File: src/rtl/conv_row_collector.sv
`default_nettype none
// ============================================================================
// Module      : conv_row_collector
// Description : Collects the y_out stream from the last PE of a systolic
//               convolution chain. Discards the TAPS-1 pipeline-fill samples
//               at the start of each row, scales each valid result with a
//               round-half-up right shift, narrows it to OUT_W and buffers it
//               in a FIFO with a valid/ready output. Pulses done once every
//               result of the row has been handed off.
// Build macro : COLLECT_SAT_EN - when defined, results above 2^OUT_W-1
//               saturate; otherwise they are truncated to OUT_W bits.
// Ports       : clk, rst_n (sync, active-low)
//               start, row_len          - row launch (accepted in IDLE only)
//               y_in, y_valid           - partial-sum stream from the chain
//               out_data, out_valid,
//               out_ready               - FIFO head, valid/ready handshake
//               busy, done, overflow    - status (overflow is sticky)
// Revision    : 1.0 - initial release
// ============================================================================
module conv_row_collector #(
  parameter int DATA_W     = 16,
  parameter int OUT_W      = 8,
  parameter int TAPS       = 3,
  parameter int SHIFT      = 2,
  parameter int FIFO_DEPTH = 8
) (
  input  logic              clk,
  input  logic              rst_n,
  input  logic              start,
  input  logic [15:0]       row_len,
  input  logic [DATA_W-1:0] y_in,
  input  logic              y_valid,
  output logic [OUT_W-1:0]  out_data,
  output logic              out_valid,
  input  logic              out_ready,
  output logic              busy,
  output logic              done,
  output logic              overflow
);

  localparam int c_AW = (FIFO_DEPTH > 1) ? $clog2(FIFO_DEPTH) : 1;

  typedef enum logic [1:0] {
    S_IDLE  = 2'd0,
    S_FILL  = 2'd1,
    S_RUN   = 2'd2,
    S_DRAIN = 2'd3
  } state_t;

  state_t             r_state, w_state_nxt;
  logic [15:0]        r_skip_cnt, w_skip_nxt;
  logic [15:0]        r_emit_cnt, w_emit_nxt;
  logic               w_capture;
  logic               w_done_nxt;

  logic               r_arith_valid;
  logic [OUT_W-1:0]   r_arith_data;
  logic [DATA_W:0]    w_r;
  logic [OUT_W-1:0]   w_narrow;

  logic [OUT_W-1:0]   r_mem [FIFO_DEPTH];
  logic [c_AW-1:0]    r_wr_ptr, r_rd_ptr;
  logic [c_AW:0]      r_count;
  logic               w_empty, w_full, w_pop, w_push;
  logic               r_done, r_overflow;

  // ---------------------------------------------------------------- arithmetic
  // The rounding add is done one bit wider than the input so that a full-scale
  // sample cannot wrap before the shift.
  generate
    if (SHIFT == 0) begin : g_pass
      assign w_r = {1'b0, y_in};
    end else begin : g_round
      localparam logic [DATA_W:0] c_RND = (DATA_W+1)'(1) << (SHIFT - 1);
      logic [DATA_W:0] w_sum;
      assign w_sum = {1'b0, y_in} + c_RND;
      assign w_r   = w_sum >> SHIFT;
    end
  endgenerate

`ifdef COLLECT_SAT_EN
  localparam int c_CW = (DATA_W + 1 > OUT_W) ? DATA_W + 1 : OUT_W;
  localparam logic [c_CW-1:0] c_MAX = c_CW'({OUT_W{1'b1}});
  logic [c_CW-1:0] w_r_ext;
  assign w_r_ext  = c_CW'(w_r);
  assign w_narrow = (w_r_ext > c_MAX) ? {OUT_W{1'b1}} : w_r_ext[OUT_W-1:0];
`else
  assign w_narrow = OUT_W'(w_r);
`endif

  // ---------------------------------------------------------------------- FIFO
  assign w_empty   = (r_count == '0);
  assign w_full    = (r_count == (c_AW+1)'(FIFO_DEPTH));
  assign w_pop     = out_valid & out_ready;
  // A pop in the same cycle frees the slot, so a full FIFO still accepts.
  assign w_push    = r_arith_valid & (~w_full | w_pop);
  assign out_valid = ~w_empty;
  assign out_data  = w_empty ? '0 : r_mem[r_rd_ptr];

  always_ff @(posedge clk) begin
    if (w_push) r_mem[r_wr_ptr] <= r_arith_data;
  end

  // ----------------------------------------------------------------------- FSM
  always_comb begin
    w_state_nxt = r_state;
    w_skip_nxt  = r_skip_cnt;
    w_emit_nxt  = r_emit_cnt;
    w_capture   = 1'b0;
    w_done_nxt  = 1'b0;
    case (r_state)
      S_IDLE: begin
        if (start) begin
          if (row_len >= 16'(TAPS)) begin
            w_skip_nxt  = 16'(TAPS - 1);
            w_emit_nxt  = row_len - 16'(TAPS - 1);
            w_state_nxt = (TAPS == 1) ? S_RUN : S_FILL;
          end else begin
            w_skip_nxt  = '0;
            w_emit_nxt  = '0;
            w_state_nxt = S_DRAIN;
          end
        end
      end
      S_FILL: begin
        if (r_skip_cnt == '0) begin
          w_state_nxt = S_RUN;
        end else if (y_valid) begin
          w_skip_nxt = r_skip_cnt - 16'd1;
          if (r_skip_cnt == 16'd1) w_state_nxt = S_RUN;
        end
      end
      S_RUN: begin
        if (y_valid) begin
          w_capture  = 1'b1;
          w_emit_nxt = r_emit_cnt - 16'd1;
          if (r_emit_cnt == 16'd1) w_state_nxt = S_DRAIN;
        end
      end
      S_DRAIN: begin
        if (~r_arith_valid && w_empty) begin
          w_state_nxt = S_IDLE;
          w_done_nxt  = 1'b1;
        end
      end
      default: w_state_nxt = S_IDLE;
    endcase
  end

  always_ff @(posedge clk) begin
    if (!rst_n) begin
      r_state       <= S_IDLE;
      r_skip_cnt    <= '0;
      r_emit_cnt    <= '0;
      r_arith_valid <= 1'b0;
      r_arith_data  <= '0;
      r_wr_ptr      <= '0;
      r_rd_ptr      <= '0;
      r_count       <= '0;
      r_done        <= 1'b0;
      r_overflow    <= 1'b0;
    end else begin
      r_state       <= w_state_nxt;
      r_skip_cnt    <= w_skip_nxt;
      r_emit_cnt    <= w_emit_nxt;
      r_arith_valid <= w_capture;
      if (w_capture) r_arith_data <= w_narrow;
      r_done        <= w_done_nxt;
      if (w_push) r_wr_ptr <= r_wr_ptr + 1'b1;
      if (w_pop)  r_rd_ptr <= r_rd_ptr + 1'b1;
      case ({w_push, w_pop})
        2'b10:   r_count <= r_count + 1'b1;
        2'b01:   r_count <= r_count - 1'b1;
        default: r_count <= r_count;
      endcase
      // The emit counter already advanced on capture, so a dropped sample
      // never stalls row completion.
      if (r_arith_valid && w_full && !w_pop) r_overflow <= 1'b1;
    end
  end

  assign busy     = (r_state != S_IDLE);
  assign done     = r_done;
  assign overflow = r_overflow;

endmodule
`default_nettype wire

File: config.mk
export PLATFORM = sky130hd
export DESIGN_NAME = conv_row_collector
export DESIGN_NICKNAME = d
export VERILOG_FILES = /design/src/rtl/conv_row_collector.sv
export SDC_FILE = /design/constraint.sdc
export NUM_CORES = 1
export LEC_CHECK = 0
export CORE_ASPECT_RATIO = 1.4
export CORE_MARGIN = 1.5
export CORE_UTILIZATION = 30
export CTS_BUF_LIST = sky130_fd_sc_hd__clkbuf_8
export DETAILED_ROUTE_END_ITERATION = 16
export PLACE_DENSITY_LB_ADDON = 0.15
export SLEW_MARGIN = 20
export SYNTH_ARGS = -nofsm -noshare
export SYNTH_HDL_FRONTEND = slang
export SYNTH_SLANG_ARGS = --single-unit
File: constraint.sdc
create_clock -name clk -period 5 [get_ports clk]
set_clock_uncertainty 0.2 [all_clocks]
set_input_delay 0.75 -clock clk [delete_from_list [all_inputs] [get_ports clk]]
set_output_delay 0.75 -clock clk [all_outputs]
set_load 0.05 [all_outputs]
Word-level counts from Yosys, hierarchy flattened

Memory sizes are Yosys's and may differ from the RTL's. A register that Yosys moved wholly into a read port is not among the register bits.
Cells that the tools add are included.

Add/sub/neg operators: 8
Order comparisons: 1
Equality and inequality tests: 16
Multiplexer cells: 27
Bitwise operators: 6
Reductions and logical operators: 15

Operators with widths:

| operator                                                               | number |
|---|---|
| 16-bit 2-to-1 mux                                                      | 6 |
| 16-bit case mux with 2 select lines                                    | 2 |
| 16-bit by 1-bit equality test with 1-bit output, second input constant | 2 |
| 16-bit by 1-bit subtractor with 16-bit output, second input constant   | 2 |
| 2-bit 2-to-1 mux                                                       | 9 |
| 16-bit by 2-bit >= comparator with 1-bit output, second input constant | 1 |
| 16-bit zero test                                                       | 1 |
| 16-bit by 2-bit subtractor with 16-bit output, second input constant   | 1 |
| 2-bit != test, second input constant                                   | 6 |
| 10-bit by 2-bit adder with 10-bit output, second input constant        | 1 |
| 8-bit 2-to-1 mux                                                       | 1 |
| 2-bit case mux with 4 select lines                                     | 1 |
| 4-bit case mux with 2 select lines                                     | 1 |
| 2-bit nonzero test                                                     | 4 |
| 3-bit by 1-bit adder with 3-bit output, second input constant          | 2 |
| 2-bit equality test, second input constant                             | 3 |
| 3-bit 2-to-1 mux                                                       | 2 |
| 3-bit != test, second input constant                                   | 2 |
| 6-bit AND reduction                                                    | 1 |
| 1-bit 2-to-1 mux                                                       | 5 |
| 4-bit by 1-bit adder with 4-bit output, second input constant          | 1 |
| 2-bit by 1-bit equality test with 1-bit output, second input constant  | 2 |
| 4-bit equality test, second input constant                             | 1 |
| 4-bit zero test                                                        | 1 |
| 10 further kinds                                                       | 15 |

Register bits: 55
Memory bits (writable): 64
Input bits: 37
Output and inout port bits: 12
Logic and storage cells: 84
Memories kept: 1

Memory list:

| memory | depth | bits a word | rd ports | clocked after memory_dff | wr ports | RTL line | text |
|---|---|---|---|---|---|---|---|
| r_mem  | 8     | 8           | 1        | 1                        | 1        | 61       | `logic [OUT_W-1:0] r_mem [FIFO_DEPTH];` |

Depth between registers and ports, before layout

Depth in word-level cells: 7
Mapped depth: 9

Worst setup path before layout

OpenSTA, ideal clock, no wires.

Kind: register to output
Start: register with a tool-made name
End: output out_data[5]
Arrival: 1990 ps
Setup slack: 2060 ps
Stages on the path, launching flop included: 6
Buffers on the path: 2
Cell sequence: dfxtp_1 > clkbuf_1 > buf_2 > mux4_2 > mux2i_1 > nor2_1

RTL lines:

| item          | RTL line | text |
|---|---|---|
| end, declared | 33       | `output logic [OUT_W-1:0] out_data,` |

==> metrics.txt <==
most common cell after layout, fill and taps aside edfxtp_1; WL final 13900 um; power density cells 476 nW/um2; DRC 0; CP top delay family buffers and inverters; top_reg_cell synth edfxtp_1; DRT iter0 DRCs 221; IR drop worst, VDD 0.163 mV; vias in the first global route 4300; Final ANT Viol Nets 0; CTS H-tree lvls 4; Worst-Skew Late Latency 420 ps; vias post-DR 4230; hold path startpoint r_skip_cnt[15]; Num CTS Buffers 17; status complete, no violations; synth top area cells edfxtp_1, dfxtp_1, mux4_2; r2r setup slk 1840 ps; Buffers & Inverters on Critical Path 2; setup TNS 0 ps; Worst path slowest cell dfxtp_1; setup violators final 0; drt pass-1 iters 4; area of the core 19400 um2; crit share post-route 79.3%; Worst Tran Pin Value 1030 ps; nets@finish 623; Worst EP required 4050 ps; post-synthesis cell count 529; gpl congestion 0.777; sequential area share after synthesis 51.8%; Post-CTS Hold Buffers 0; P&R area growth vs syn 17.7%; post-CTS setup buffers 0; Worst Setup Path Type reg -> out; max-slew violations 0; Final Util 36.2%; Site Rows 60; Final HPWL DP 9810 um; clock slew at reported path FFs 70 ps; first-pass GRT wire length 22200 um; CTS tree done; Startpoint Class flip-flop; Worst Hold Class reg -> reg; reg-to-reg critical path startpoint r_state[0]; Pleak 0.00227 uW; die height 170 um; cell area after synthesis 5950 um2; max-cap viol count 0; critical-path cell list buf_4 -> mux4_2 -> mux2i_1 -> nor2_1 -> clkdlybuf4s50_1; number of I/O port buffers 41; largest net degree at the start of global routing 26; cell taking the most area after synthesis edfxtp_1; top-area cell type share of the netlist area 32.3%; DR WL/cell 16.7 um; Worst R2R Path Depth 7; Horiz. Die Dim 122 um; die area 20700 um2; count of different cell masters after synthesis 68; clock sink count 122; final hold viol count 0; stages on the worst setup path 5; FF+latch count, synth 122; RSZ-0062 raised after global routing no; Clock Path Buffers 2; layout cells sized above 1 12.5%; critical path arrival 3020 ps; Fmax 252 MHz; Worst path max stage delay 840 ps; GRT overflow 0; Worst setup EP type primary output; Starting Density 30.7%; initial antenna violation count 0; yosys warns 0; routed vias/inst 5.08; Final min period 3970 ps; post-CTS resize count 0; Root Driver clkbuf_8; Synth async-reset ratio 0%; ant diodes 0; Total Routing Usage GR 14.1%; commonest cells after routing, fill and taps aside edfxtp_1, dfxtp_1, nor2_1; Post-Syn Nets 580; # IOs 49; Hold EP r_skip_cnt[15]; worst-path maximum fanout 11; Worst R2R End r_emit_cnt[12]; Worst slew margin 31.2%; Hold Path Stages 2; Post-synth EDFFs 64; Avg Cell Area, Syn 11.3 um2
-- cells by family after synthesis --
group,after synthesis,synth area share [%]
fa+ha+maj,14,2.94
flops,122,51.8
xor+xnor,29,4.27
compound gates,99,11.9
mux,33,8.96
simple gates,194,17.4
buf+inv,38,2.75
-- power by group --
| group | internal (uW) | total, uW | switching [uW] |
|---|---|---|---|
| clock | 485 | 873 | 388 |
| sequential | 1170 | 1320 | 154 |
| combinational | 460 | 1140 | 683 |
| total | 2110 | 3340 | 1230 |
-- Yosys cell counts, types with 2 or more instances --
master and count:
o221a_1 2, o21a_1 3, o31a_1 2, a21boi_0 4
or4_4 2, mux2_2 2, buf_6 2, nor4_1 6
o41ai_1 3, buf_2 5, ha_1 14, nor2b_1 3
or4_1 10, or2_2 2, nand4b_1 2, nand4_1 3
nor3_1 19, o21ai_0 14, buf_1 3, mux4_2 16
a2bb2oi_1 2, nand2b_1 11, a31oi_1 4, xnor2_1 13
dfxtp_1 58, a211oi_1 8, or3_1 9, o221ai_1 2
clkbuf_1 14, o31ai_1 6, o311ai_0 2, inv_1 13
and2_1 3, nand3_1 18, nor2_1 57, edfxtp_1 64
a21oi_1 22, xor2_1 16, nor4_2 3, nand2_1 35
mux2i_1 15, o211ai_1 9, o211a_1 3
-- worst min-delay path, stage by stage (launching register included) --
cell and delay, ps:
dfxtp_1 330, nand2_1 60, mux2i_1 50
-- final cells by class --
class | count | area, um2
Clock buffer | 17 | 234
Clock inverter | 15 | 160
Fill cell | 1956 | 12400
Inverter | 14 | 52.6
Multi-Input combinational cell | 369 | 2710
Sequential cell | 122 | 3080
Tap cell | 248 | 310
Timing Repair Buffer | 48 | 463
-- flip-flops by register name, indices dropped and copies added, names as in the netlist, 2 cells and up, named ones only --
name          flops
r_count           4
r_state           2
r_rd_ptr          3
r_emit_cnt       16
r_mem            64
r_skip_cnt       16
r_arith_data      8
r_wr_ptr          3
-- per-stage QoR --
| step | instances | hold slack, ps | setup WS [ps] | instance area, um2 | power (uW) |
|---|---|---|---|---|---|
| 2_1_floorplan | 529 | 243 | 2060 | 5950 | 2190 |
| 3_3_place_gp | 801 | 268 | 1360 | 6610 | 2470 |
| 3_5_place_dp | 801 | 273 | 1180 | 6610 | 2500 |
| 4_1_cts | 833 | 283 | 905 | 7010 | 3380 |
| 5_1_grt | 833 | 298 | 792 | 7010 | 3570 |
| 6_report | 833 | 280 | 1030 | 7010 | 3340 |
-- layer usage --
metal	track usage, %	part of all wire [%]
met3	3.02	2.6
met5	0	0
met2	26.6	54
met1	15.7	42
met4	4.25	1.2
-- worst max-delay path by stage --
stage / start / to / slack (ps)
floorplan: flip-flop / out_data[5] / 2060
global placement: flip-flop / out_data[0] / 1360
detailed placement: out_ready / r_mem[6][7] / 1180
CTS: flip-flop / out_data[0] / 910
global route: flip-flop / out_data[2] / 790
finish: flip-flop / out_data[0] / 1030
No activity file was read; power rests on OpenSTA's default activity.
